## src/rtl/alu_arbiter_pkg.sv

```systemverilog
// Shared definitions for the two-requester float ALU arbiter.
package alu_pkg;

    // ALU opcodes, passed through to the ALU unchecked.
    typedef enum logic [2:0] {
        OP_ADD = 3'b000,
        OP_SUB = 3'b001,
        OP_DIV = 3'b010,
        OP_MUL = 3'b011
    } alu_op_e;

    // Arbiter FSM states.
    typedef enum logic [1:0] {
        IDLE = 2'd0,
        WAIT = 2'd1,
        RESP = 2'd2
    } state_e;

    // Cycles from stable operands to a valid ALU result.
    localparam int unsigned ALU_LAT_DEFAULT = 2;

endpackage

```

## src/rtl/alu_arbiter_rr_arb2.sv

```systemverilog
// Two-way combinational round-robin grant; one-hot output.
module rr_arb2 (
    input  logic [1:0] valid_i,
    input  logic       ptr_i,
    output logic [1:0] gnt_o
);

    // A lone requester wins outright; on a tie the pointer picks the winner.
    always_comb begin
        gnt_o = valid_i;
        if (&valid_i) begin
            gnt_o = ptr_i ? 2'b10 : 2'b01;
        end
    end

endmodule

```

## src/rtl/alu_arbiter.sv

```systemverilog
// Shares one clocked float32 ALU between two valid/ready requesters,
// one operation in flight at a time, round-robin on completion.
module alu_arbiter
    import alu_pkg::*;
#(
    parameter int unsigned ALU_LAT = ALU_LAT_DEFAULT,
    parameter int unsigned W       = 32,
    parameter int unsigned OPW     = 3
) (
    input  logic           clk,
    input  logic           rst,
    input  logic           req0_valid,
    output logic           req0_ready,
    input  logic [W-1:0]   req0_a,
    input  logic [W-1:0]   req0_b,
    input  logic [OPW-1:0] req0_op,
    output logic           rsp0_valid,
    input  logic           rsp0_ready,
    output logic [W-1:0]   rsp0_data,
    input  logic           req1_valid,
    output logic           req1_ready,
    input  logic [W-1:0]   req1_a,
    input  logic [W-1:0]   req1_b,
    input  logic [OPW-1:0] req1_op,
    output logic           rsp1_valid,
    input  logic           rsp1_ready,
    output logic [W-1:0]   rsp1_data,
    output logic [W-1:0]   alu_a,
    output logic [W-1:0]   alu_b,
    output logic [OPW-1:0] alu_op,
    input  logic [W-1:0]   alu_o,
    output logic           busy
);

    localparam int unsigned CW = (ALU_LAT > 1) ? $clog2(ALU_LAT) : 1;

    state_e         state_q;
    logic           rr_ptr_q;
    logic           gnt_id_q;
    logic [CW-1:0]  cnt_q;
    logic [W-1:0]   alu_a_q;
    logic [W-1:0]   alu_b_q;
    logic [OPW-1:0] alu_op_q;
    logic [W-1:0]   rsp0_data_q;
    logic [W-1:0]   rsp1_data_q;
    logic [1:0]     gnt;
    logic           rsp_take;

    rr_arb2 u_arb (
        .valid_i ({req1_valid, req0_valid}),
        .ptr_i   (rr_ptr_q),
        .gnt_o   (gnt)
    );

    // Grants are only offered while idle; the granted requester completes on its own rsp_ready.
    always_comb begin
        req0_ready = (state_q == IDLE) && gnt[0];
        req1_ready = (state_q == IDLE) && gnt[1];
        rsp_take   = gnt_id_q ? rsp1_ready : rsp0_ready;
        rsp0_valid = (state_q == RESP) && !gnt_id_q;
        rsp1_valid = (state_q == RESP) && gnt_id_q;
        busy       = (state_q != IDLE);
        rsp0_data  = rsp0_data_q;
        rsp1_data  = rsp1_data_q;
        alu_a      = alu_a_q;
        alu_b      = alu_b_q;
        alu_op     = alu_op_q;
    end

    // Issue -> wait fixed ALU latency -> present result until taken.
    always_ff @(posedge clk) begin
        if (rst) begin
            state_q     <= IDLE;
            rr_ptr_q    <= 1'b0;
            gnt_id_q    <= 1'b0;
            cnt_q       <= '0;
            alu_a_q     <= '0;
            alu_b_q     <= '0;
            alu_op_q    <= '0;
            rsp0_data_q <= '0;
            rsp1_data_q <= '0;
        end else begin
            case (state_q)
                IDLE: begin
                    if (|gnt) begin
                        if (gnt[1]) begin
                            alu_a_q  <= req1_a;
                            alu_b_q  <= req1_b;
                            alu_op_q <= req1_op;
                        end else begin
                            alu_a_q  <= req0_a;
                            alu_b_q  <= req0_b;
                            alu_op_q <= req0_op;
                        end
                        gnt_id_q <= gnt[1];
                        cnt_q    <= CW'(ALU_LAT - 1);
                        state_q  <= WAIT;
                    end
                end
                WAIT: begin
                    if (cnt_q == '0) begin
                        if (gnt_id_q) begin
                            rsp1_data_q <= alu_o;
                        end else begin
                            rsp0_data_q <= alu_o;
                        end
                        state_q <= RESP;
                    end else begin
                        cnt_q <= cnt_q - CW'(1);
                    end
                end
                RESP: begin
                    if (rsp_take) begin
                        rr_ptr_q <= ~gnt_id_q;
                        state_q  <= IDLE;
                    end
                end
                default: state_q <= IDLE;
            endcase
        end
    end

endmodule
```

## config.mk

```make
export PLATFORM = sky130hd
export DESIGN_NAME = alu_arbiter
export DESIGN_NICKNAME = d
export VERILOG_FILES = /design/src/rtl/alu_arbiter_pkg.sv /design/src/rtl/alu_arbiter_rr_arb2.sv /design/src/rtl/alu_arbiter.sv
export SDC_FILE = /design/constraint.sdc
export NUM_CORES = 1
export LEC_CHECK = 0
export ABC_AREA = 1
export BUFFER_PORTS_ARGS = -buffer_cell sky130_fd_sc_hd__buf_4
export CELL_PAD_IN_SITES_DETAIL_PLACEMENT = 0
export CELL_PAD_IN_SITES_GLOBAL_PLACEMENT = 2
export CORE_UTILIZATION = 25
export CTS_BUF_LIST = sky130_fd_sc_hd__clkbuf_8
export DETAILED_ROUTE_END_ITERATION = 12
export HOLD_SLACK_MARGIN = 0.05
export PLACE_DENSITY_LB_ADDON = 0.1
export RECOVER_POWER = 100
export SYNTH_ARGS = -nofsm -noshare
export SYNTH_HDL_FRONTEND = slang
export SYNTH_HIERARCHICAL = 1
export SYNTH_SLANG_ARGS = --single-unit
```

## constraint.sdc

```tcl
create_clock -name clk -period 3.17 [get_ports clk]
set_input_delay 0.634 -clock clk [delete_from_list [all_inputs] [get_ports clk]]
set_output_delay 0.634 -clock clk [all_outputs]
set_load 0.1 [all_outputs]
```

After elaboration in Yosys (flattened, before gate mapping)
Cells that the tools add are included.
{"block": "word_totals", "input_bits": 172, "wordCells": 46, "reg_bits": 136}
{"block": "op_classes", "n_eq_ne": 5, "reduce_logical": 16, "bitwise": 2, "addsub": 1, "n_mux": 13}
{"cell": "2-to-1 mux 32 bit", "count": 2}
{"cell": "2-to-1 mux 2 bit", "count": 5}
{"cell": "AND reduction 3 bit", "count": 3}
{"cell": "AND reduction 2 bit", "count": 4}
{"cell": "case mux 2 bit (3 select lines)", "count": 1}
{"cell": "logical AND 1 bit", "count": 4}
{"cell": "inequality test 2 bit, second input constant", "count": 2}
{"cell": "nonzero test 2 bit", "count": 2}
{"cell": "2-to-1 mux 1 bit", "count": 3}
{"cell": "2-to-1 mux 3 bit", "count": 1}
{"cell": "== test 2 x 1 -> 1 bit, second input constant", "count": 1}
{"cell": "== test 2 bit, second input constant", "count": 1}
{"cell": "logical NOT 2 bit", "count": 1}
{"cell": "inequality test 2 x 1 -> 1 bit, second input constant", "count": 1}
{"cell": "inverter 1 bit", "count": 2}
{"cell": "case mux 1 bit (2 select lines)", "count": 1}
{"cell": "OR reduction 2 bit", "count": 1}
{"cell": "logical NOT 1 bit", "count": 1}
{"cell": "subtractor 1 bit, second input constant", "count": 1}

Longest topological paths before layout
{"block": "depth", "ltp_word": 5, "ltp_mapped": 11, "depth_no_buf": 9}

By module
Netlist, hierarchy kept.
{"mod": "alu_arbiter", "cells_per_inst": 1068, "n_inst": 1, "seq_area_each_um2": 2722.6, "area_per_inst_um2": 6428.7}
{"mod": "rr_arb2", "cells_per_inst": 5, "n_inst": 1, "seq_area_each_um2": 0.0, "area_per_inst_um2": 21.3}

Worst setup path before layout
Ideal clock, no wire load.
{"block": "synth_timing", "path_type": "reg2out", "startpoint": "reg state_q[1]", "endpoint": "out rsp0_valid", "path_buffers": 0, "t_required_ns": 2.536, "setup_slack_ns": 0.592, "stages_incl_launch_ff": 5, "arrival_time_ns": 1.944, "path_cell_list": "dfxtp_1 -> inv_1 -> nor2_1 -> inv_1 -> nor2_1"}
{"block": "synth_between", "elab_chain_cells": 2}
{"item": "start, declared", "line": "alu_arbiter.sv:37", "rtl": "state_e state_q;"}
{"item": "start signal, assigned", "line": "alu_arbiter.sv:73", "rtl": "state_q <= IDLE;"}
{"item": "start signal, assigned", "line": "alu_arbiter.sv:97", "rtl": "state_q <= WAIT;"}
{"item": "start signal, assigned", "line": "alu_arbiter.sv:107", "rtl": "state_q <= RESP;"}
{"item": "== test 2 bit", "line": "alu_arbiter.sv:60", "rtl": "rsp0_valid = (state_q == RESP) && !gnt_id_q;"}
{"item": "logical AND 1 bit", "line": "alu_arbiter.sv:60"}
{"item": "end, declared", "line": "alu_arbiter.sv:17", "rtl": "output logic rsp0_valid,"}
No other way between the ends.

Worst setup path after layout
{"block": "layout_timing", "startpoint": "reg state_q[0]", "endpoint": "out busy"}
{"block": "layout_between", "elab_chain_cells": 1}
{"item": "nonzero test 2 bit", "line": "alu_arbiter.sv:62", "rtl": "busy = (state_q != IDLE);"}
{"item": "end, declared", "line": "alu_arbiter.sv:32", "rtl": "output logic busy"}
No other way between the ends.

==> flow_summary_export.csv <==
group,metric,value,unit
detailed_routing,wl_met2,9.61,mm
critical_path,rrSetupSlack,0.85,ns
grt,grtUsageTotal,16.2,%
run_status,status,"complete, but fails checks",
detailed_routing,drc,0,
placement,port_buffers,307,
clocking,cts_max_path_buffers,2,
cells_and_area,area_growth,36.8,%
synthesis,yosysSeqAreaShare,42.2,%
timing,fmax,393,MHz
placement,gp_congestion,0.751,
clocking,cts_resized,0,
critical_path,crit_arrival,1.91,ns
power_and_ir_drop,comb_power_share,41.2,%
die,io_pins,308,
power_and_ir_drop,power_switching,2.79,mW
critical_path,reg2regPathDepth,6,
die,die_w,163,um
cells_and_area,nets,1517,
placement,dpl.hpwl,15.0,mm
grt,grt-ovfl-total,0,
synthesis,synth_fp_nets,1245,
detailed_routing,top_layer,"met4",
cells_and_area,drive_gt1_share,16.3,%
clocking,cts-root-buf,"clkbuf_8",
cells_and_area,final_util,34.9,%
detailed_routing,met1Wirelength,9.63,mm
timing,fin_setup_tns,0,ns
detailed_routing,viasPerCell,4.03,
die,num_rows,58,
die,dieArea,26400,sq um
clocking,insertion_delay,0.44,ns
timing,drv_slew,42,
critical_path,cp-start-kind,"register",
power_and_ir_drop,power.density,643,nW/um^2
synthesis,ys_ff_latch,136,
clocking,cts_setup_buffers,0,
timing,rsz0062_at_grt,"false",
power_and_ir_drop,power.internal,2.89,mW
clocking,cts.htree.levels,4,
timing,finalCritPeriodShare,80.2,%
timing,finClkSkew,0.0169,ns
grt,grt_max_degree,93,
timing,relSlewSlack,-14.7,%
power_and_ir_drop,p_sw_share,49.1,%
critical_path,critPathLaunch,"state_q[0]$_SDFFE_PP0P_",
cells_and_area,seqCellArea,2720,sq um
timing,hold_viol_final,0,
cells_and_area,fillers,3002,
synthesis,netlist_area,6450,sq um
cells_and_area,layout_common_cells,"nand2_1 (413), nor2_1 (238), buf_4 (177)",
grt,antenna_found_initial,0,
power_and_ir_drop,peakVddDrop,0.210,mV
flow_run,maxCapViolations,1,
detailed_routing,wl_met3,1.79,mm
detailed_routing,antenna_left,0,
cells_and_area,diodes,0,
timing,worstMarginPinSlew,1.72,ns
synthesis,synthCells,1073,
worst_hold_path,worstHoldStart,"rst",
timing,finalSetupViolations,0,
clocking,tritoncts,"yes",
power_and_ir_drop,seq_power_share,34.9,%
worst_hold_path,holdPathStages,2,
power_and_ir_drop,pwr-share-clk,24.0,%
detailed_routing,drt_wl_total,21.2,mm
grt,grt_pass1_wl,33.7,mm
detailed_routing,num_vias,6796,
synthesis,yosys.cell_types.count,15,
worst_hold_path,hp-class,"primary input to register",
detailed_routing,initialDrtViolationCount,398,
timing,period_needed,2.54,ns
critical_path,r2r-start,"state_q[0]$_SDFFE_PP0P_",
clocking,cts_hold_buf,0,
critical_path,cp_data_required_time,2.54,ns
grt,grt_pass1_vias,6402,
clocking,clock-sinks,136,
synthesis,synth_warnings,6,
clocking,cts_buffers,17,
run_status,violations,"max-capacitance violations, max-slew violations",
cells_and_area,layout_commonest_cell,"nand2_1",
power_and_ir_drop,p_leak,4.55,nW
critical_path,critPathCaptureType,"output pin",
critical_path,crit_type,"register to output pin",
die,initial_utilization,25.5,%
clocking,clk_pin_slew,0.08,ns
synthesis,synth_area_per_cell,6.01,sq um
critical_path,cp_max_fo,4,
detailed_routing,wl_per_cell,12.6,um
detailed_routing,detail_route.first_pass.iterations,4,
die,die_h,163,um
cells_and_area,multi_input_area,3000,sq um
die,coreArea,25300,sq um
stage by stage:
step,area [sq um],cells,setup WS [ns],hold WS [ns],total power [mW]
after global routing,8820,1688,0.527,0.380,6.03
final,8820,1688,0.628,0.408,5.68
after detailed placement,8990,1656,0.946,0.471,4.54
after floorplan,6450,1073,0.592,0.458,3.92
after global placement,8990,1656,0.951,0.462,4.54
after CTS,9360,1688,0.814,0.371,5.95
critical path, cell delays in order, from the launching register on:
cell and delay, ns:
dfxtp_1 0.37, nor2_1 0.13, inv_1 0.07, clkbuf_1 0.90
power by group through the flow:
| stage | clock (mW) | combinational (mW) | sequential [mW] |
|---|---|---|---|
| finish | 1.36 | 2.34 | 1.98 |
| global route | 1.51 | 2.51 | 2.00 |
| CTS | 1.44 | 2.52 | 1.99 |
| detailed placement | 0 | 2.52 | 2.02 |
| global placement | 0 | 2.52 | 2.02 |
| floorplan | 0 | 0.680 | 3.24 |
registers in the layout, indices dropped and copies added, names as in the netlist, 2 cells and up:
signal     cells
alu_a         32
alu_b         32
alu_op         3
rsp0_data     32
rsp1_data     32
state_q        2
per-layer routing:
metal	up-vias	global-route usage, %
met3	12	5.50
met5	-	0
met1	2877	20.4
met2	184	26.4
li1	3723	-
met4	0	4.16
path summary, 6_finish.rpt:
| kind | endpoint |
|---|---|
| worst max register to register | rsp1_data[3]$_SDFFE_PP0P_ |
| worst max-delay path | busy |
| worst min-delay path | state_q[0]$_SDFFE_PP0P_ |
| worst min register to register | rsp0_data[27]$_SDFFE_PP0P_ |
area by class of cell:
| type | count | area share (%) |
|---|---|---|
| inverters | 112 | 4.79 |
| flip-flops and latches | 136 | 30.9 |
| repair buffers | 319 | 21.6 |
| well taps | 330 | 4.68 |
| multi-input cells | 759 | 34.0 |
| clock inverters | 15 | 1.47 |
| clock buffers | 17 | 2.65 |
logic make-up (layout without fill, tap and decap cells):
family | count (synthesis) | in the layout | synth area share, %
buf+inv | 178 | 463 | 11.3
compound gates | 38 | 38 | 2.95
flops | 136 | 136 | 42.2
simple gates | 721 | 721 | 43.5
cells in the mapped netlist:
cell,n,area (sq um)
nand2_1,413,1550
clkinv_1,1,3.75
nor2_1,237,890
buf_1,9,33.8
nand3_1,67,335
nor2_4,1,11.3
buf_4,7,52.6
nand2_2,1,6.26
a21oi_1,38,190
nor2_2,2,12.5
inv_1,109,409
inv_2,2,7.51
buf_2,30,150
clkbuf_1,20,75.1
dfxtp_1,136,2720
Note: power is estimated with default switching activity, not from simulation.
